<file path="src/rtl/icache_refill.sv">
// icache_refill: instruction-cache miss handler. Invalidates the victim line,
// issues one line-aligned burst read, writes each returned word into the data
// array, forwards the missed word to fetch, then rewrites the tag as valid.
module icache_refill #(
   parameter int ADDR_W     = 32,
   parameter int LINE_WORDS = 16,
   parameter int LINES      = 1024,
   localparam int WOFF_W    = $clog2(LINE_WORDS),
   localparam int IDX_W     = $clog2(LINES),
   localparam int TAG_W     = ADDR_W - IDX_W - WOFF_W - 2
) (
   input  logic              clock,
   input  logic              reset,
   input  logic              miss_valid,
   input  logic [ADDR_W-1:0] miss_addr,
   output logic              miss_ready,
   output logic              mem_req_valid,
   output logic [ADDR_W-1:0] mem_req_addr,
   input  logic              mem_req_ready,
   input  logic              mem_resp_valid,
   input  logic [ADDR_W-1:0] mem_resp_data,
   input  logic              mem_resp_last,
   output logic              data_we,
   output logic [IDX_W-1:0]  data_idx,
   output logic [WOFF_W-1:0] data_woff,
   output logic [ADDR_W-1:0] data_wdata,
   output logic              tag_we,
   output logic [IDX_W-1:0]  tag_idx,
   output logic [TAG_W-1:0]  tag_wtag,
   output logic              tag_wvalid,
   output logic              fwd_valid,
   output logic [ADDR_W-1:0] fwd_data,
   output logic              refill_done,
   output logic              refill_err
);

   typedef enum logic [2:0] {S_IDLE, S_INVAL, S_REQ, S_FILL, S_DONE} state_t;

   state_t            state_q, state_d;
   logic [TAG_W-1:0]  tag_q;
   logic [IDX_W-1:0]  idx_q;
   logic [WOFF_W-1:0] woff_q;
   logic [WOFF_W-1:0] beat_q;
   logic              beat_acc;
   logic              beat_last;

   // byte-within-word bits never matter for an instruction line fill
   logic unused_addr_lsbs;
   assign unused_addr_lsbs = ^miss_addr[1:0];

   assign beat_acc  = (state_q == S_FILL) && mem_resp_valid;
   assign beat_last = (beat_q == WOFF_W'(LINE_WORDS - 1));

   // state register
   always_ff @(posedge clock) begin
      if (reset) state_q <= S_IDLE;
      else       state_q <= state_d;
   end

   // miss latch and beat counter; counter wraps naturally at LINE_WORDS
   always_ff @(posedge clock) begin
      if (reset) begin
         tag_q  <= '0;
         idx_q  <= '0;
         woff_q <= '0;
         beat_q <= '0;
      end else if (state_q == S_IDLE && miss_valid) begin
         tag_q  <= miss_addr[ADDR_W-1 -: TAG_W];
         idx_q  <= miss_addr[WOFF_W+2 +: IDX_W];
         woff_q <= miss_addr[2 +: WOFF_W];
         beat_q <= '0;
      end else if (beat_acc) begin
         beat_q <= beat_q + WOFF_W'(1);
      end
   end

   // next state; fill length is set by the beat counter, not by mem_resp_last
   always_comb begin
      state_d = state_q;
      case (state_q)
         S_IDLE:  if (miss_valid) state_d = S_INVAL;
         S_INVAL: state_d = S_REQ;
         S_REQ:   if (mem_req_ready) state_d = S_FILL;
         S_FILL:  if (beat_acc && beat_last) state_d = S_DONE;
         S_DONE:  state_d = S_IDLE;
         default: state_d = S_IDLE;
      endcase
   end

   // outputs; strobes are qualified by state, buses always carry the latched miss
   always_comb begin
      miss_ready    = 1'b0;
      mem_req_valid = 1'b0;
      mem_req_addr  = {tag_q, idx_q, {(WOFF_W+2){1'b0}}};
      data_we       = 1'b0;
      data_idx      = idx_q;
      data_woff     = beat_q;
      data_wdata    = mem_resp_data;
      tag_we        = 1'b0;
      tag_idx       = idx_q;
      tag_wtag      = tag_q;
      tag_wvalid    = 1'b0;
      fwd_valid     = 1'b0;
      fwd_data      = mem_resp_data;
      refill_done   = 1'b0;
      refill_err    = 1'b0;
      case (state_q)
         S_IDLE:  miss_ready = 1'b1;
         S_INVAL: tag_we = 1'b1;
         S_REQ:   mem_req_valid = 1'b1;
         S_FILL: begin
            data_we    = beat_acc;
            fwd_valid  = beat_acc && (beat_q == woff_q);
            refill_err = beat_acc && (mem_resp_last != beat_last);
         end
         S_DONE: begin
            tag_we      = 1'b1;
            tag_wvalid  = 1'b1;
            refill_done = 1'b1;
         end
         default: ;
      endcase
   end

endmodule

</file>
<file path="config.mk">
export PLATFORM = sky130hd
export DESIGN_NAME = icache_refill
export DESIGN_NICKNAME = d
export VERILOG_FILES = /design/src/rtl/icache_refill.sv
export SDC_FILE = /design/constraint.sdc
export NUM_CORES = 1
export LEC_CHECK = 0
export ABC_CLOCK_PERIOD_IN_PS = 1700
export BUFFER_PORTS_ARGS = -buffer_cell sky130_fd_sc_hd__buf_4
export CAP_MARGIN = 10
export CORE_ASPECT_RATIO = 2
export CORE_MARGIN = 4
export CORE_UTILIZATION = 35
export DETAILED_ROUTE_END_ITERATION = 8
export PLACE_DENSITY = 0.76
export SETUP_SLACK_MARGIN = 0.5
export SLEW_MARGIN = 15
export SYNTH_ARGS = -nofsm -noshare
export SYNTH_HDL_FRONTEND = slang
export SYNTH_SLANG_ARGS = --single-unit
</file>
<file path="constraint.sdc">
create_clock -name clock -period 1.7 [get_ports clock]
set_clock_uncertainty 0.05 [all_clocks]
set_input_delay 0.34 -clock clock [delete_from_list [all_inputs] [get_ports clock]]
set_output_delay 0.34 -clock clock [all_outputs]
set_load 0.01 [all_outputs]
</file>
==> impl_metrics.py <==
metrics = {
    "status": {
        "run_status": "complete, no violations",
    },
    "worst_setup_path": {
        "r2r_start": "state_q[2]$_SDFFE_PP0P_",
        "endpoint": "tag_wtag[12]$_SDFFE_PP0P_",
        "cp.arrival_ps": 1720,
        "cp_max_fo": 7,
        "crit_type": "reg -> reg",
        "critical_path.startpoint_type": "flop",
        "required_ps": 1790,
        "worstSetupStartpoint": "state_q[2]$_SDFFE_PP0P_",
        "crit_path_end_kind": "flop",
        "regToRegSetupSlack_ps": 70,
        "r2r_cells": 6,
        "reg2reg_to": "tag_wtag[12]$_SDFFE_PP0P_",
    },
    "grt": {
        "antenna_found_initial": 0,
        "grt_pass1_vias": 1879,
        "grt_overflow": 0,
        "grtUsageTotal_pct": 15.9,
        "grt_pass1_wl_um": 9470,
        "grt_max_degree": 35,
    },
    "timing": {
        "timing.fmax_mhz": 615,
        "fin_crit_sh_pct": 95.7,
        "setup_tns_ps": 0,
        "drv_slew": 0,
        "rsz0062_at_grt": "yes",
        "finalSetupViolCount": 0,
        "setup_ws_ps": 72.9,
        "finalHoldViolCount": 0,
        "final.min_clock_period_ps": 1630,
    },
    "pwr": {
        "swShare_pct": 26.9,
        "ir_worst_vdd_mv": 0.597,
        "combPwrFrac_pct": 28.5,
        "p_leak_nw": 1.56,
        "finalPower_mw": 2.79,
        "p_int_mw": 2.03,
        "p_per_area_mw_per_mm2": 842,
        "p_seq_share_pct": 35.5,
        "p_switching_mw": 0.751,
        "pwr-share-clk_pct": 36.0,
    },
    "placed_design": {
        "dp_hpwl_um": 4210,
        "gp_congestion": 0.682,
        "dp_cells": 379,
        "numPortBuffers": 109,
        "pre_cts_slack_ps": 205,
    },
    "yosys": {
        "synth_common_cells": "buf_4 (107), nand2_1 (61), dfxtp_1 (37)",
        "synthArstFlopShare_pct": 0,
        "synth_area_leaders": "buf_4 (35%), dfxtp_1 (32%), nand2_1 (9.9%)",
        "ys.flop_type": "dfxtp_1",
        "synth_edf_count": 0,
        "ys_types": 29,
        "seq_area_frac_synth_pct": 32.0,
        "netlist_instances": 293,
        "synth-seq-cells": 37,
        "syn_area_mm2": 0.00231,
        "yosysMostFrequentCell": "buf_4",
        "syn_area_per_cell_um2": 7.89,
        "synth_top_area_share_pct": 34.7,
        "synth_area_leader_cell": "buf_4",
        "yosysWarnings": 0,
    },
    "final_layout": {
        "nFillCells": 612,
        "area_growth_pct": 43.1,
        "final_util_pct": 52.0,
        "multi_input_area_um2": 971,
        "nets": 394,
        "seq_area_um2": 793,
        "final_cells": 410,
        "drive_gt1_share_pct": 71.0,
        "diodes": 0,
    },
    "clock_network": {
        "clkLatencyLatePin_ps": 270,
        "path_clk_slew_ps": 60,
        "clock_path_buffers": 2,
        "cts-root-buf": "clkbuf_16",
        "clock_sinks": 37,
        "cts_hold_buf": 0,
        "htree_levels": 2,
        "cts_buffers": 5,
        "cts_tree": "done",
    },
    "routing": {
        "firstDrtPassIters": 4,
        "ant_nets": 0,
        "drt_iter0_drc": 60,
        "vias": 1839,
        "detail_route.wl_per_cell_um": 16.4,
        "totalWireLength_um": 6740,
        "drc": 0,
        "routed_via_density": 4.49,
    },
    "worst_hold_path": {
        "worstHoldPathType": "in -> reg",
        "hold_start": "miss_addr[14]",
        "whs_path_depth": 3,
    },
    "floorplanning": {
        "core-area_mm2": 0.00636,
        "die_x_um": 65.5,
        "chipHeight_um": 123,
        "dieArea_mm2": 0.00805,
        "initial_core_util_pct": 36.3,
        "ioPinCount": 214,
        "rows": 41,
    },
    "flow_run": {
        "maxCapViolations": 0,
    },
}
-- worst min-delay path by stage --
stage,slack (ps),to
2_1_floorplan,400,woff_q[0]$_SDFFE_PP0P_
3_3_place_gp,400,tag_wtag[6]$_SDFFE_PP0P_
3_5_place_dp,410,tag_wtag[6]$_SDFFE_PP0P_
4_1_cts,250,data_idx[7]$_SDFFE_PP0P_
5_1_grt,250,tag_wtag[9]$_SDFFE_PP0P_
6_report,250,data_idx[8]$_SDFFE_PP0P_
-- power by group through the flow --
stage / clock network, mW / logic (mW) / registers [mW]
after floorplan: 0 / 0.483 / 1.00
final: 1.00 / 0.795 / 0.989
after global routing: 1.08 / 0.851 / 0.999
after detailed placement: 0 / 0.536 / 0.989
after CTS: 1.04 / 0.758 / 0.982
after global placement: 0 / 0.525 / 0.986
-- flip-flops by register name (all words and copies together), names as in the netlist --
name	cells
data_woff	4
state_q	3
data_idx	10
tag_wtag	16
woff_q	4
-- kinds of logic after synthesis --
family / share of synthesized area (%)
other: 0.162
flip-flops: 32.0
AO/OA/AOI/OAI: 7.95
adder cells (fa/ha/maj): 0.541
AND/OR/NAND/NOR: 17.1
multiplexers: 0.433
XOR/XNOR: 2.65
buffers and inverters: 39.1
-- timing repair --
item | in CTS | in global routing
setup buffers | 13 | 5
endpoints found under the setup margin | 48 | 91
cloned | 4 | 1
gates resized for setup | 83 | 42
pin swaps | 33 | 10
-- through the flow --
step | area (um^2) | hold WS [ps]
floorplan | 2380 | 401
global placement | 2470 | 403
detailed placement | 2470 | 414
CTS | 3140 | 250
global route | 3310 | 250
finish | 3310 | 254
-- cell usage in the layout (no fill, tap or decap), types with 3 or more instances in the layout --
| cell | n |
|---|---|
| xnor2_2 | 3 |
| a21oi_2 | 13 |
| conb_1 | 6 |
| buf_6 | 16 |
| dfxtp_2 | 21 |
| dfxtp_4 | 7 |
| a21oi_1 | 19 |
| buf_12 | 4 |
| nand2_2 | 12 |
| nor2_1 | 4 |
| nand2_4 | 14 |
| clkbuf_16 | 7 |
| buf_16 | 4 |
| nand2_1 | 35 |
| dfxtp_1 | 9 |
| buf_4 | 113 |
-- area by class of cell --
type                       instances  area share, %
timing repair buffer             139           38.0
multi-input combinational        137           29.3
clock buffer                       8           5.07
inverter                           3          0.340
sequential                        37           24.0
tap                               86           3.25
-- routing by layer --
layer	global-route usage [%]	part of all wire, %	wire, um
met1	13.4	28	1890
met2	30.1	59	4010
met3	3.45	6.8	457
met4	13.1	5.7	385
met5	0	0	0
-- critical path: stages, from the launching register on --
cell and delay (ps):
dfxtp_2 330, buf_6 110, or4b_4 580, buf_12 180
buf_16 140, nand2_2 50, a21oi_1 50
Power figures use the tool's default switching activity.
